===== src/rtl/seq_multdiv_pkg.sv =====
// -----------------------------------------------------------------------------
// seq_multdiv_pkg
// Shared definitions for the sequential multiply/divide unit:
//   MD_WIDTH      default operand/result width
//   md_state_t    FSM state encoding (2-bit): ST_IDLE, ST_MUL, ST_DIV, ST_FIX
//   md_op_t       per-operation bookkeeping captured on the start edge
//   md_cnt_width  step-counter width derived from an operand width
// -----------------------------------------------------------------------------
package seq_multdiv_pkg;

   localparam int MD_WIDTH = 32;

   // FSM states. IDLE waits for a start, MUL/DIV run one step per clock,
   // FIX applies the result sign and raises the ready strobe.
   typedef enum logic [1:0] {
      ST_IDLE = 2'd0,
      ST_MUL  = 2'd1,
      ST_DIV  = 2'd2,
      ST_FIX  = 2'd3
   } md_state_t;

   // What the FIX state needs to know about the operation in flight.
   typedef struct packed {
      logic is_mul;
      logic div_zero;
      logic sign_a;
      logic sign_b;
   } md_op_t;

   // One extra bit so the counter can hold WIDTH itself without wrapping.
   function automatic int md_cnt_width(input int width);
      return $clog2(width) + 1;
   endfunction

endpackage


===== src/rtl/seq_multdiv_if.sv =====
// -----------------------------------------------------------------------------
// seq_multdiv_if
// Operand/control/result bundle between the execute stage and seq_multdiv.
//   data_operandA   multiplicand / dividend (two's complement)
//   data_operandB   multiplier / divisor (two's complement)
//   ctrl_MULT       one-cycle start pulse, multiply (wins over ctrl_DIV)
//   ctrl_DIV        one-cycle start pulse, divide
//   data_result     product low half or quotient, held until the next result
//   data_exception  overflow / divide-by-zero, valid with data_resultRDY
//   data_resultRDY  one-cycle strobe: result and exception just updated
//   busy            operation in progress
// Modports: master drives operands and start pulses, slave is the unit.
// -----------------------------------------------------------------------------
interface seq_multdiv_if
   import seq_multdiv_pkg::*;
#(
   parameter int WIDTH = MD_WIDTH
) ();

   logic [WIDTH-1:0] data_operandA;
   logic [WIDTH-1:0] data_operandB;
   logic             ctrl_MULT;
   logic             ctrl_DIV;
   logic [WIDTH-1:0] data_result;
   logic             data_exception;
   logic             data_resultRDY;
   logic             busy;

   modport master (
      output data_operandA,
      output data_operandB,
      output ctrl_MULT,
      output ctrl_DIV,
      input  data_result,
      input  data_exception,
      input  data_resultRDY,
      input  busy
   );

   modport slave (
      input  data_operandA,
      input  data_operandB,
      input  ctrl_MULT,
      input  ctrl_DIV,
      output data_result,
      output data_exception,
      output data_resultRDY,
      output busy
   );

endinterface


===== src/rtl/md_step_counter.sv =====
// -----------------------------------------------------------------------------
// md_step_counter
// Counts the shift-add / restoring steps of one operation.
//   clock    rising-edge clock
//   reset    asynchronous, active-high
//   clear    synchronous clear, asserted on the start edge
//   enable   advance one step
//   done     high while the count equals WIDTH-1, i.e. the last step is
//            being performed on the coming edge
// -----------------------------------------------------------------------------
module md_step_counter
   import seq_multdiv_pkg::*;
#(
   parameter int WIDTH = MD_WIDTH,
   parameter int CNT_W = md_cnt_width(WIDTH)
) (
   input  logic clock,
   input  logic reset,
   input  logic clear,
   input  logic enable,
   output logic done
);

   logic [CNT_W-1:0] count;

   // The step count restarts on every start so that an aborted operation
   // leaves nothing behind; clear has priority over counting.
   always_ff @(posedge clock or posedge reset) begin
      if (reset) begin
         count <= '0;
      end else if (clear) begin
         count <= '0;
      end else if (enable) begin
         count <= count + CNT_W'(1);
      end
   end

   assign done = (count == CNT_W'(WIDTH - 1));

endmodule


===== src/rtl/seq_multdiv.sv =====
// -----------------------------------------------------------------------------
// seq_multdiv
// Sequential signed multiply/divide unit sitting beside the execute-stage ALU.
// Multiply is radix-2 shift-add (one partial product per clock), divide is
// restoring division (one quotient bit per clock). Both work on magnitudes and
// fix the sign in a final FIX cycle, which also detects overflow.
//   clock   rising-edge clock
//   reset   asynchronous, active-high; clears every output and aborts any op
//   bus     seq_multdiv_if slave modport (operands, start pulses, results)
// A result appears WIDTH+1 edges after the start edge; a divide by zero
// reports after a single edge.
// -----------------------------------------------------------------------------
module seq_multdiv
   import seq_multdiv_pkg::*;
#(
   parameter int WIDTH = MD_WIDTH
) (
   input  logic         clock,
   input  logic         reset,
   seq_multdiv_if.slave bus
);

   localparam int CNT_W = md_cnt_width(WIDTH);

   md_state_t          state;
   md_state_t          next_state;
   md_op_t             op;

   logic               start;
   logic               start_mul;
   logic               b_zero;
   logic               step_done;
   logic               neg;

   logic [WIDTH:0]     ext_a;
   logic [WIDTH:0]     ext_b;
   logic [WIDTH:0]     abs_a;
   logic [WIDTH:0]     abs_b;

   logic [WIDTH:0]     mag_a;
   logic [WIDTH:0]     mag_b;
   logic [WIDTH:0]     acc_hi;
   logic [WIDTH-1:0]   acc_lo;

   logic [WIDTH:0]     mul_sum;
   logic [WIDTH:0]     div_shift;
   logic [WIDTH+1:0]   div_diff;

   logic [2*WIDTH-1:0] prod_mag;
   logic [2*WIDTH-1:0] prod_signed;
   logic [WIDTH:0]     prod_top;
   logic [WIDTH-1:0]   quo_signed;
   logic [WIDTH-1:0]   fix_result;
   logic               fix_exception;

   logic [WIDTH-1:0]   result_q;
   logic               exception_q;
   logic               rdy_q;
   logic               busy_q;

   assign start     = bus.ctrl_MULT | bus.ctrl_DIV;
   assign start_mul = bus.ctrl_MULT;
   assign b_zero    = (bus.data_operandB == '0);

   // Operand magnitudes are one bit wider than the operands so that the
   // magnitude of the most negative value is representable.
   assign ext_a = {bus.data_operandA[WIDTH-1], bus.data_operandA};
   assign ext_b = {bus.data_operandB[WIDTH-1], bus.data_operandB};
   assign abs_a = ext_a[WIDTH] ? -ext_a : ext_a;
   assign abs_b = ext_b[WIDTH] ? -ext_b : ext_b;

   md_step_counter #(
      .WIDTH (WIDTH),
      .CNT_W (CNT_W)
   ) u_step_counter (
      .clock  (clock),
      .reset  (reset),
      .clear  (start),
      .enable ((state == ST_MUL) || (state == ST_DIV)),
      .done   (step_done)
   );

   // State register.
   always_ff @(posedge clock or posedge reset) begin
      if (reset) begin
         state <= ST_IDLE;
      end else begin
         state <= next_state;
      end
   end

   // Next-state logic. A start is honoured in every state: it aborts any
   // operation in flight, and when it coincides with FIX the old result is
   // still written while the new operation begins. A divide by zero has
   // nothing to iterate over, so it goes straight to FIX.
   always_comb begin
      next_state = state;
      if (start) begin
         if (start_mul) begin
            next_state = ST_MUL;
         end else if (b_zero) begin
            next_state = ST_FIX;
         end else begin
            next_state = ST_DIV;
         end
      end else begin
         case (state)
            ST_MUL, ST_DIV: begin
               if (step_done) begin
                  next_state = ST_FIX;
               end
            end
            ST_FIX: begin
               next_state = ST_IDLE;
            end
            default: begin
               next_state = state;
            end
         endcase
      end
   end

   // One multiply step: add the multiplicand when the current multiplier bit
   // is set, then shift the {acc_hi, acc_lo} pair right by one. The low half
   // starts out holding the multiplier and fills with product bits.
   assign mul_sum = acc_hi + (acc_lo[0] ? mag_a : '0);

   // One restoring-divide step: shift the next dividend bit into the partial
   // remainder and try subtracting the divisor. acc_lo starts as the dividend
   // and fills with quotient bits from the right.
   assign div_shift = {acc_hi[WIDTH-1:0], acc_lo[WIDTH-1]};
   assign div_diff  = {1'b0, div_shift} - {1'b0, mag_b};

   // Datapath registers: load magnitudes and sign bits on a start, otherwise
   // advance one step per clock while MUL or DIV is active.
   always_ff @(posedge clock or posedge reset) begin
      if (reset) begin
         op     <= '0;
         mag_a  <= '0;
         mag_b  <= '0;
         acc_hi <= '0;
         acc_lo <= '0;
      end else if (start) begin
         op.is_mul   <= start_mul;
         op.div_zero <= ~start_mul & b_zero;
         op.sign_a   <= bus.data_operandA[WIDTH-1];
         op.sign_b   <= bus.data_operandB[WIDTH-1];
         mag_a       <= abs_a;
         mag_b       <= abs_b;
         acc_hi      <= '0;
         acc_lo      <= start_mul ? abs_b[WIDTH-1:0] : abs_a[WIDTH-1:0];
      end else if (state == ST_MUL) begin
         acc_hi <= {1'b0, mul_sum[WIDTH:1]};
         acc_lo <= {mul_sum[0], acc_lo[WIDTH-1:1]};
      end else if (state == ST_DIV) begin
         acc_hi <= div_diff[WIDTH+1] ? div_shift : div_diff[WIDTH:0];
         acc_lo <= {acc_lo[WIDTH-2:0], ~div_diff[WIDTH+1]};
      end
   end

   // Sign fix. The product magnitude never exceeds 2^(2*WIDTH-2), so the low
   // 2*WIDTH bits of the accumulator pair hold it exactly. The product fits
   // the result only if its top WIDTH+1 bits are a pure sign extension. The
   // only quotient that can overflow is a positive one with its MSB set,
   // which happens solely for MIN / -1; the raw bits then read back as MIN.
   assign neg         = op.sign_a ^ op.sign_b;
   assign prod_mag    = {acc_hi[WIDTH-1:0], acc_lo};
   assign prod_signed = neg ? -prod_mag : prod_mag;
   assign prod_top    = prod_signed[2*WIDTH-1:WIDTH-1];
   assign quo_signed  = neg ? -acc_lo : acc_lo;

   always_comb begin
      fix_result    = '0;
      fix_exception = 1'b0;
      if (op.div_zero) begin
         fix_result    = '0;
         fix_exception = 1'b1;
      end else if (op.is_mul) begin
         fix_result    = prod_signed[WIDTH-1:0];
         fix_exception = (|prod_top) & ~(&prod_top);
      end else begin
         fix_result    = quo_signed;
         fix_exception = ~neg & acc_lo[WIDTH-1];
      end
   end

   // Output registers. The result and exception only change when FIX
   // completes and otherwise hold. busy rises one edge after the start and
   // covers the step cycles and the FIX cycle, dropping as the ready strobe
   // rises; a divide by zero is over before busy would ever rise.
   always_ff @(posedge clock or posedge reset) begin
      if (reset) begin
         result_q    <= '0;
         exception_q <= 1'b0;
         rdy_q       <= 1'b0;
         busy_q      <= 1'b0;
      end else begin
         rdy_q  <= (state == ST_FIX);
         busy_q <= ((state == ST_MUL) || (state == ST_DIV)) &&
                   (next_state != ST_IDLE);
         if (state == ST_FIX) begin
            result_q    <= fix_result;
            exception_q <= fix_exception;
         end
      end
   end

   assign bus.data_result    = result_q;
   assign bus.data_exception = exception_q;
   assign bus.data_resultRDY = rdy_q;
   assign bus.busy           = busy_q;

endmodule

===== src/flat_wrapper.sv =====
// flat-port wrapper written by rule: the top's interface ports become plain ports
module seq_multdiv_flat import seq_multdiv_pkg::*;
#(
   parameter int WIDTH = MD_WIDTH
)
  (clock, reset, bus_data_operandA, bus_data_operandB, bus_ctrl_MULT, bus_ctrl_DIV, bus_data_result, bus_data_exception, bus_data_resultRDY, bus_busy);
  seq_multdiv_if #(.WIDTH(WIDTH)) bus_i ();
  input  logic clock;
  input  logic reset;
  input wire logic [$bits(bus_i.data_operandA)-1:0] bus_data_operandA;
  input wire logic [$bits(bus_i.data_operandB)-1:0] bus_data_operandB;
  input wire logic [$bits(bus_i.ctrl_MULT)-1:0] bus_ctrl_MULT;
  input wire logic [$bits(bus_i.ctrl_DIV)-1:0] bus_ctrl_DIV;
  output wire logic [$bits(bus_i.data_result)-1:0] bus_data_result;
  output wire logic [$bits(bus_i.data_exception)-1:0] bus_data_exception;
  output wire logic [$bits(bus_i.data_resultRDY)-1:0] bus_data_resultRDY;
  output wire logic [$bits(bus_i.busy)-1:0] bus_busy;
  assign bus_i.data_operandA = bus_data_operandA;
  assign bus_i.data_operandB = bus_data_operandB;
  assign bus_i.ctrl_MULT = bus_ctrl_MULT;
  assign bus_i.ctrl_DIV = bus_ctrl_DIV;
  assign bus_data_result = bus_i.data_result;
  assign bus_data_exception = bus_i.data_exception;
  assign bus_data_resultRDY = bus_i.data_resultRDY;
  assign bus_busy = bus_i.busy;
  seq_multdiv #(.WIDTH(WIDTH)) u_core (.clock(clock), .reset(reset), .bus(bus_i));
endmodule

===== config.mk =====
export PLATFORM = sky130hd
export DESIGN_NAME = seq_multdiv_flat
export DESIGN_NICKNAME = d
export VERILOG_FILES = /design/src/rtl/seq_multdiv_pkg.sv /design/src/rtl/seq_multdiv_if.sv /design/src/rtl/md_step_counter.sv /design/src/rtl/seq_multdiv.sv /design/src/flat_wrapper.sv
export SDC_FILE = /design/constraint.sdc
export NUM_CORES = 1
export LEC_CHECK = 0
export CAP_MARGIN = 25
export CORE_UTILIZATION = 35
export DETAILED_ROUTE_END_ITERATION = 16
export REMOVE_ABC_BUFFERS = 1
export SYNTH_ARGS = -nofsm -noshare
export SYNTH_HDL_FRONTEND = slang
export SYNTH_SLANG_ARGS = --single-unit

===== constraint.sdc =====
create_clock -name clock -period 10.95 [get_ports clock]
set_input_delay 1.095 -clock clock [delete_from_list [all_inputs] [get_ports clock]]
set_output_delay 1.095 -clock clock [all_outputs]
set_load 0.05 [all_outputs]

==> results_dict.tcl, run 1 <==
set metrics [dict create \
    maxCapViolCount 0 \
    coreArea_um2 40800 \
    n_fill_cell 4109 \
    holdCritPathClass "reg2reg" \
    finalHoldViolations 0 \
    start_kind "register" \
    setup_ws_ns 6.25 \
    setup_tns_ns 0 \
    finalCritPeriodShare_pct 43.0 \
    power_density_nw_per_um2 150 \
    routed_wl_mm 47.2 \
    diodes 0 \
    yosysWarnings 0 \
    ios 103 \
    switching_share_pct 40.6 \
    rows 74 \
    postCtsSetupRepairBufs 0 \
    final_antenna_net_count 0 \
    cts_sinks 178 \
    synth_edf_count 0 \
    finClkSkew_ns 0.0101 \
    crit-reg2reg-launch "u_core.acc_lo[31]$_DFFE_PP0P_" \
    syn_area_um2 14500 \
    cp_max_fo 6 \
    cp.arrival_ns 5.06 \
    ys_seq_area_share_pct 30.8 \
    drc 0 \
    die_area_um2 42100 \
    synth_area_leaders "dfrtp_1 (31%), xor2_1 (6.8%), ha_1 (6.2%)" \
    nNetsFinal 1952 \
    critPathCaptureType "register" \
    ys_ff_latch 178 \
    p_total_w 0.00248 \
    grt.total_usage_pct 22.4 \
    grt_pass1_wl_mm 72.9 \
    p_switching_w 0.00101 \
    relSlewSlack_pct 32.3 \
    r2r_cells 15 \
    timing.fmax_mhz 213 \
    holdBufCountCts 0 \
    place_inst 2323 \
    synth_cell_types 75 \
    cts_resized 0 \
    r2r_end "u_core.acc_hi[26]$_DFFE_PP0P_" \
    cts_made_buffers 17 \
    hpwl_mm 35.5 \
    cts_tree "done" \
    synth_cells 1778 \
    syn_area_per_cell_um2 8.13 \
    first_iter_violations 1042 \
    routedWlPerCell_um 20.0 \
    drive_gt1_share_pct 5.87 \
    synth_common_cells "dfrtp_1 (178), nor2_1 (159), a21oi_1 (145), nand2_1 (144), xor2_1 (112)" \
    cts_buffer_depth 2 \
    finalMaxSlewViolations 0 \
    worst_slew_pin_slew_ns 1.01 \
    synth_top_area_share_pct 30.8 \
    antenna_found_initial 0 \
    rsz0062_at_grt "no" \
    htreeDepth 4 \
    p_comb_share_pct 39.3 \
    synth.most_common_cell "dfrtp_1" \
    max-vdd-ir-drop_mv 0.143 \
    r2r_slack_ns 6.25 \
    routabilityCongestion 0.930 \
    drt_first_pass_iters 8 \
    cts-root-buf "clkbuf_16" \
    start_util_pct 35.4 \
    path_class "reg2reg" \
    port_buffers 102 \
    first_global_vias 12959 \
    chipWidth_um 205 \
    clock_power_share_pct 25.9 \
    holdPathStages 2 \
    grt_max_degree 87 \
    gr-total-overflow 0 \
    period_needed_ns 4.70 \
    leakagePower_nw 7.03 \
    clk_transition_reported_paths_ns 0.07 \
    postSynth.asyncResetShare_pct 100 \
    synth_top_area_cell "dfrtp_1" \
    crit_required_ns 11.31 \
    finalNonFillerCells 2355 \
    preCtsSetupSlack_ns 6.01 \
    whs_endpoint "u_core.mag_a[30]$_DFFE_PP0N_" \
    clk_latency_ns 0.46 \
    syn_to_final_growth_pct 14.4 \
    min_from "u_core.mag_a[30]$_DFFE_PP0N_" \
    die_h_um 205 \
    vias 13608 \
    p_int_w 0.00147 \
    yosys_most_used_dff "dfrtp_1" \
    vias_per_cell 5.78 \
    outcome "finished, final reports clean" \
    setup_viol 0 \
    seqPwrFrac_pct 34.8 \
    startpoint "u_core.acc_lo[31]$_DFFE_PP0P_" \
]
power by group through the flow:
| stage | logic [W] | clock network, W | registers, W |
|---|---|---|---|
| 2_1_floorplan | 0.000522 | 0 | 0.000985 |
| 3_3_place_gp | 0.000956 | 0 | 0.000869 |
| 3_5_place_dp | 0.000969 | 0 | 0.000872 |
| 4_1_cts | 0.000975 | 0.000654 | 0.000860 |
| 5_1_grt | 0.00106 | 0.000681 | 0.000876 |
| 6_report | 0.000976 | 0.000642 | 0.000862 |
flip-flops by register name, indices dropped and copies added, names as in the netlist:
register / cells
u_core.mag_a: 33
u_core.op: 4
u_core.bus.data_result: 32
u_core.acc_lo: 32
u_core.mag_b: 33
u_core.bus.data_exception: 1
u_core.u_step_counter.count: 6
u_core.bus.busy: 1
u_core.bus.data_resultRDY: 1
u_core.state: 2
u_core.acc_hi: 33
cells by family (layout without fill, tap and decap cells):
family                     Yosys count  count (layout)  synth area share [%]
muxes                               44              44                  3.07
adders and majority gates           74              74                  6.51
xor gates and xnor gates           173             173                  10.5
and+or+nand+nor                    556             556                  19.0
buffers and inverters              213             258                  5.73
AOI/OAI and AO/OA                  540             540                  24.4
DFF                                178             178                  30.8
stage by stage:
stage	utilization [%]	area [um^2]	hold WS (ns)
floorplan	-	14000	0.430
global route	40.5	16500	0.513
global placement	39.0	15900	0.447
detailed placement	39.0	15900	0.456
CTS	40.5	16500	0.465
finish	40.5	16500	0.463
critical path: stages, from the launching register on:
cell,delay [ns]
dfrtp_1,0.48
inv_1,0.25
ha_1,0.23
inv_1,0.07
fa_1,0.40
a21o_1,0.18
a21o_1,0.22
a2111oi_0,0.71
a2bb2oi_1,0.57
o211ai_1,0.24
nand2_1,0.16
o21ai_0,0.18
a221oi_1,0.37
xor2_1,0.17
nand3_1,0.09
a32o_1,0.27
metal layers:
metal / track usage (%) / part of all wire [%] / vias up
li1: - / - / 6477
met1: 30.4 / 45 / 6543
met2: 34.8 / 45 / 498
met3: 3.53 / 6.3 / 90
met4: 10.3 / 4.0 / 0
met5: 0 / 0 / -
worst max path at each step:
stage	to
final	u_core.acc_hi[26]$_DFFE_PP0P_
after global routing	u_core.acc_hi[30]$_DFFE_PP0P_
after CTS	u_core.acc_hi[26]$_DFFE_PP0P_
after detailed placement	u_core.acc_lo[31]$_DFFE_PP0P_
after global placement	u_core.acc_lo[31]$_DFFE_PP0P_
after floorplan	u_core.acc_hi[0]$_DFFE_PP0P_
layout by cell type, fill, tap and decap left out, drive strengths merged, types with 37 or more instances in the layout:
cell type and n:
dfrtp 178, nor2 160, nand2 145, a21oi 145, xor2 112, o21ai 102, inv 102, clkdlybuf4s50 101
ha 72, xnor2 61, mux2i 41, o22ai 37
layout make-up:
cell class / instances / area (um^2) / share of cell area, %
clock buffer: 19 / 453 / 2.74
clock inverter: 13 / 153 / 0.923
inverter: 100 / 380 / 2.30
multi-input combinational: 1387 / 9220 / 55.7
sequential: 178 / 4450 / 26.9
tap: 532 / 666 / 4.03
timing repair buffer: 126 / 1220 / 7.35
Power figures use the tool's default switching activity.
==> inputs of run 2 (changes only) <==
- clock period: 10.95 -> 4.7 ns (I/O delays scaled with it)
==> run 2 against run 1 <==
Against the previous run: first-iteration DRC count grew 13%; non-clock buffer count increased by 35; combinational power is 140% higher; register-to-register slack worse by 5.7 ns; clock skew about the same; sequential share of layout area decreased by 0.38 points; clock power is 120% higher; wire length is 5.2% higher; largest cell class unchanged; highest routed layer is now met5.
==> results_dict.tcl, run 2 (same netlist as run 1, synthesis figures left out) <==
set metrics [dict create \
    cp_max_fo 6 \
    chipWidth_um 205 \
    drive_gt1_share_pct 7.53 \
    finClkSkew_ns 0.00973 \
    first_iter_violations 1177 \
    cts-root-buf "clkbuf_16" \
    vias_per_cell 5.84 \
    start_util_pct 35.4 \
    whs_ns 0.479 \
    cts_sinks 178 \
    power_density_nw_per_um2 342 \
    drt_first_pass_iters 5 \
    ios 103 \
    coreArea_um2 40800 \
    port_buffers 102 \
    syn_to_final_growth_pct 16.0 \
    finalCritPeriodShare_pct 88.8 \
    use_met3_pct 3.45 \
    worst_slew_pin_slew_ns 0.847 \
    leakagePower_nw 7.18 \
    cts_buffer_depth 2 \
    max-vdd-ir-drop_mv 0.325 \
    layout_commonest_cell "dfrtp_1" \
    clk_latency_ns 0.45 \
    rows 74 \
    outcome "finished, final reports clean" \
    routed_wl_mm 49.6 \
    holdCritPathClass "reg2reg" \
    timing.fmax_mhz 240 \
    drc 0 \
    finalMaxSlewViolations 0 \
    vias 13954 \
    mostFrequentLayoutCells "dfrtp_1 (178), nor2_1 (159), nand2_1 (144), a21oi_1 (144), xor2_1 (111)" \
    crit_required_ns 5.04 \
    hpwl_mm 37.8 \
    clk_transition_reported_paths_ns 0.07 \
    critPathCaptureType "register" \
    p_total_w 0.00574 \
    setup_viol 0 \
    postCtsSetupRepairBufs 0 \
    finalHoldViolations 0 \
    cts_made_buffers 17 \
    period_needed_ns 4.17 \
    first_global_vias 13085 \
    antenna_found_initial 1 \
    path_class "reg2reg" \
    nNetsFinal 1987 \
    die_area_um2 42100 \
    grt_pass1_wl_mm 76.8 \
    cp.arrival_ns 4.52 \
    grt_util_met1_pct 33.0 \
    rsz0062_at_grt "no" \
    routabilityCongestion 0.943 \
    reg_top3 "u_core.acc_hi x33, u_core.mag_a x33, u_core.mag_b x33" \
    busiest_layer "met2" \
    gr-total-overflow 0 \
    diodes 0 \
    htreeDepth 4 \
    grt.total_usage_pct 23.7 \
    holdBufCountCts 0 \
    cts_resized 0 \
    relSlewSlack_pct 43.5 \
    grt_max_degree 89 \
    maxCapViolCount 0 \
    cts_tree "done" \
    gr-usage-met2_pct 36.6 \
    routedWlPerCell_um 20.8 \
    final_antenna_net_count 0 \
    start_kind "register" \
    die_h_um 205 \
]
-- run 2: cell count changes in the layout (fill, tap and decap cells not counted) --
cell / before / now
buf_4: 23 / 55
buf_8: 0 / 1
clkbuf_8: 2 / 1
inv_6: 2 / 5
bufinv_16: 2 / 0
clkinv_2: 3 / 1
clkinv_8: 1 / 0
clkinvlp_4: 2 / 3
clkbuf_1: 0 / 2
buf_12: 0 / 2
-- run 2: worst max-delay path, stage by stage (launching register included) --
cell and delay [ns]:
dfrtp_1 0.45, inv_1 0.19, ha_1 0.20, inv_1 0.05, fa_1 0.40, a21o_1 0.20, a21o_1 0.21, a2111oi_0 0.61
a2bb2oi_1 0.23, buf_4 0.16, o211ai_1 0.16, nand2_1 0.16, o21ai_0 0.16, a221oi_1 0.33, xor2_1 0.20, nand3_1 0.10
a32o_1 0.26
-- run 2: worst paths after layout --
check / startpoint / to / slack (ns) / depth (start not counted)
setup / recovery: u_core.acc_lo[31]$_DFFE_PP0P_ / u_core.acc_hi[26]$_DFFE_PP0P_ / 0.53 / 16
hold / removal: u_core.mag_a[0]$_DFFE_PP0N_ / u_core.mag_a[0]$_DFFE_PP0N_ / 0.48 / 2
setup reg to reg: u_core.acc_lo[31]$_DFFE_PP0P_ / u_core.acc_hi[26]$_DFFE_PP0P_ / 0.53 / 16
hold reg to reg: u_core.mag_a[0]$_DFFE_PP0N_ / u_core.mag_a[0]$_DFFE_PP0N_ / 0.48 / 2
max in group asynchronous: reset / u_core.mag_a[32]$_DFFE_PP0N_ / 3.23 / 3
min in group asynchronous: reset / u_core.bus.data_result[24]$_DFFE_PP0P_ / 0.56 / 2
-- run 2: routing by layer --
layer  wire length [um]  part of all wire, %  vias up
met1              22500                   45     6801
met4               1840                  3.7        2
met2              22400                   45      510
met3               2870                  5.8       88
li1                   -                    -     6553
met5                 11                0.022        -
-- run 2: stage by stage --
step / utilization, % / instance area (um^2) / setup slack (ns) / cells / TNS, ns
final: 41.1 / 16800 / 0.527 / 2390 / 0
after global routing: 41.1 / 16800 / 0.229 / 2390 / 0
after CTS: 41.0 / 16700 / 0.533 / 2389 / 0
after detailed placement: 39.7 / 16200 / 0.430 / 2357 / 0
after global placement: 39.6 / 16200 / 0.465 / 2356 / 0
after floorplan: - / 14000 / -0.600 / 1665 / -106.85
-- run 2: layout make-up --
class                           instances  area, um^2
Fill cell                            4078       24100
Timing Repair Buffer                  161        1510
Multi-Input combinational cell       1387        9220
Clock inverter                         12         100
Sequential cell                       178        4450
Clock buffer                           20         447
Inverter                              100         380
Tap cell                              532         666
-- run 2: where the power goes --
group,switching [W],internal [W],total [W]
registers,0.000230,0.00176,0.00199
logic,0.00148,0.000887,0.00236
clock network,0.000686,0.000703,0.00139
total,0.00239,0.00334,0.00574
==> inputs of run 3 (changes only) <==
- CTS_CLUSTER_DIAMETER: unset -> 60
- clock period: 4.7 -> 4.35 ns (I/O delays scaled with it)
==> run 3 against run 2 <==
Against the previous run: clock skew is 0.0038 ns higher; register-to-register slack got worse by 0.25 ns; worst setup slack worse by 0.25 ns; combinational power grew 8.9%; clock-buffer cell count decreased by 2; power is 9.9% higher; largest cell class unchanged; fmax is 2.5% higher; sequential power grew 8%.
==> results_dict.tcl, run 3 (same netlist as run 1, synthesis figures left out) <==
set metrics [dict create \
    outcome "finished, final reports clean" \
    grt.total_usage_pct 23.3 \
    grt_pass1_wl_mm 75.4 \
    reg_top3 "u_core.acc_hi x33, u_core.mag_a x33, u_core.mag_b x33" \
    die_h_um 205 \
    layout_commonest_cell "dfrtp_1" \
    setup_viol 0 \
    critPathCaptureType "register" \
    whs_endpoint "u_core.mag_a[28]$_DFFE_PP0N_" \
    max-vdd-ir-drop_mv 0.345 \
    r2r_slack_ns 0.28 \
    placed_area_um2 16300 \
    routed_wl_mm 48.9 \
    leakagePower_nw 7.25 \
    r2r_end "u_core.acc_hi[26]$_DFFE_PP0P_" \
    cts_buffer_depth 2 \
    holdBufCountCts 0 \
    gr-total-overflow 0 \
    syn_to_final_growth_pct 16.9 \
    min_from "u_core.mag_a[28]$_DFFE_PP0N_" \
    grt_max_degree 127 \
    rsz0062_at_grt "no" \
    crit-reg2reg-launch "u_core.acc_lo[31]$_DFFE_PP0P_" \
    htreeDepth 4 \
    preCtsSetupSlack_ns 0.0992 \
    finalNonFillerCells 2399 \
    place_inst 2366 \
    cts_sinks 178 \
    relSlewSlack_pct 46.9 \
    power_density_nw_per_um2 373 \
    timing.fmax_mhz 246 \
    clk_transition_reported_paths_ns 0.07 \
    finalCritPeriodShare_pct 93.6 \
    drt_first_pass_iters 7 \
    crit_required_ns 4.70 \
    start_kind "register" \
    first_iter_violations 1049 \
    start_util_pct 35.4 \
    drc 0 \
    setup_ws_ns 0.280 \
    holdCritPathClass "reg2reg" \
    vias 13865 \
    first_global_vias 13134 \
    coreArea_um2 40800 \
    finalHoldViolations 0 \
    holdPathStages 2 \
    finClkSkew_ns 0.0135 \
    die_area_um2 42100 \
    routedWlPerCell_um 20.4 \
    postCtsSetupRepairBufs 0 \
    routabilityCongestion 0.966 \
    drive_gt1_share_pct 8.03 \
    worst_slew_pin_slew_ns 0.796 \
    nNetsFinal 1996 \
    chipWidth_um 205 \
    rows 74 \
    cts-root-buf "clkbuf_16" \
    cp_max_fo 3 \
    port_buffers 102 \
    path_class "reg2reg" \
    hpwl_mm 37.0 \
    cts_resized 0 \
    finalMaxSlewViolations 0 \
    cp.arrival_ns 4.42 \
    setup_tns_ns 0 \
    cts_tree "done" \
    antenna_found_initial 0 \
    maxCapViolCount 0 \
    final_antenna_net_count 0 \
    cts_made_buffers 17 \
    stdcell_area_um2 16900 \
    r2r_cells 17 \
    mostFrequentLayoutCells "dfrtp_1 (178), nor2_1 (159), nand2_1 (144), a21oi_1 (144), xor2_1 (111)" \
    diodes 0 \
    p_total_w 0.00631 \
    ios 103 \
    clk_latency_ns 0.46 \
    vias_per_cell 5.78 \
    period_needed_ns 4.07 \
]
## run 3: layer usage
| metal | track usage [%] | vias to the layer above | wire length [um] |
|---|---|---|---|
| met3 | 3.93 | 77 | 2840 |
| met2 | 36.1 | 447 | 21800 |
| li1 | - | 6587 | - |
| met1 | 32.1 | 6754 | 22400 |
| met5 | 0 | - | 0 |
| met4 | 9.07 | 0 | 1850 |
## run 3: cell type report
cell class	instances	area, um^2
fillers	4157	23900
repair buffers	170	1610
multi-input cells	1387	9220
clock inverters	14	154
flip-flops and latches	178	4450
inverters	100	380
clock buffers	18	429
well taps	532	666
## run 3: worst max-delay path: stages (launching register included)
cell and delay, ns:
dfrtp_1 0.38, inv_1 0.18, ha_1 0.21, inv_1 0.06, fa_1 0.40, a21o_1 0.19, a21o_1 0.21, a2111oi_0 0.42
buf_4 0.19, a2bb2oi_1 0.20, buf_4 0.16, o211ai_1 0.15, nand2_1 0.12, o21ai_0 0.17, a221oi_1 0.37, xor2_1 0.18
nand3_1 0.09, a32o_1 0.28
## run 3: stage by stage
step,hold WS [ns],utilization [%]
2_1_floorplan,0.430,-
3_3_place_gp,0.447,39.8
3_5_place_dp,0.448,39.9
4_1_cts,0.464,41.3
5_1_grt,0.500,41.4
6_report,0.462,41.4
## run 3: power by group
group          switching [W]  internal (W)  total (W)
registers           0.000249       0.00190    0.00215
logic                0.00159      0.000973    0.00257
clock network       0.000742      0.000855    0.00160
total                0.00258       0.00372    0.00631
## run 3: worst max path at each step
stage | start | to | slack (ns) | cells after the start
after global routing | u_core.acc_lo[0]$_DFFE_PP0P_ | u_core.acc_hi[30]$_DFFE_PP0P_ | 0.07 | 17
after floorplan | reset | u_core.acc_hi[0]$_DFFE_PP0P_ | -0.92 | 1
after global placement | bus_data_operandA[7] | u_core.acc_lo[31]$_DFFE_PP0P_ | 0.16 | 11
final | u_core.acc_lo[31]$_DFFE_PP0P_ | u_core.acc_hi[26]$_DFFE_PP0P_ | 0.28 | 17
after CTS | u_core.acc_lo[31]$_DFFE_PP0P_ | u_core.acc_hi[26]$_DFFE_PP0P_ | 0.33 | 17
after detailed placement | bus_data_operandA[7] | u_core.acc_lo[31]$_DFFE_PP0P_ | 0.1 | 11
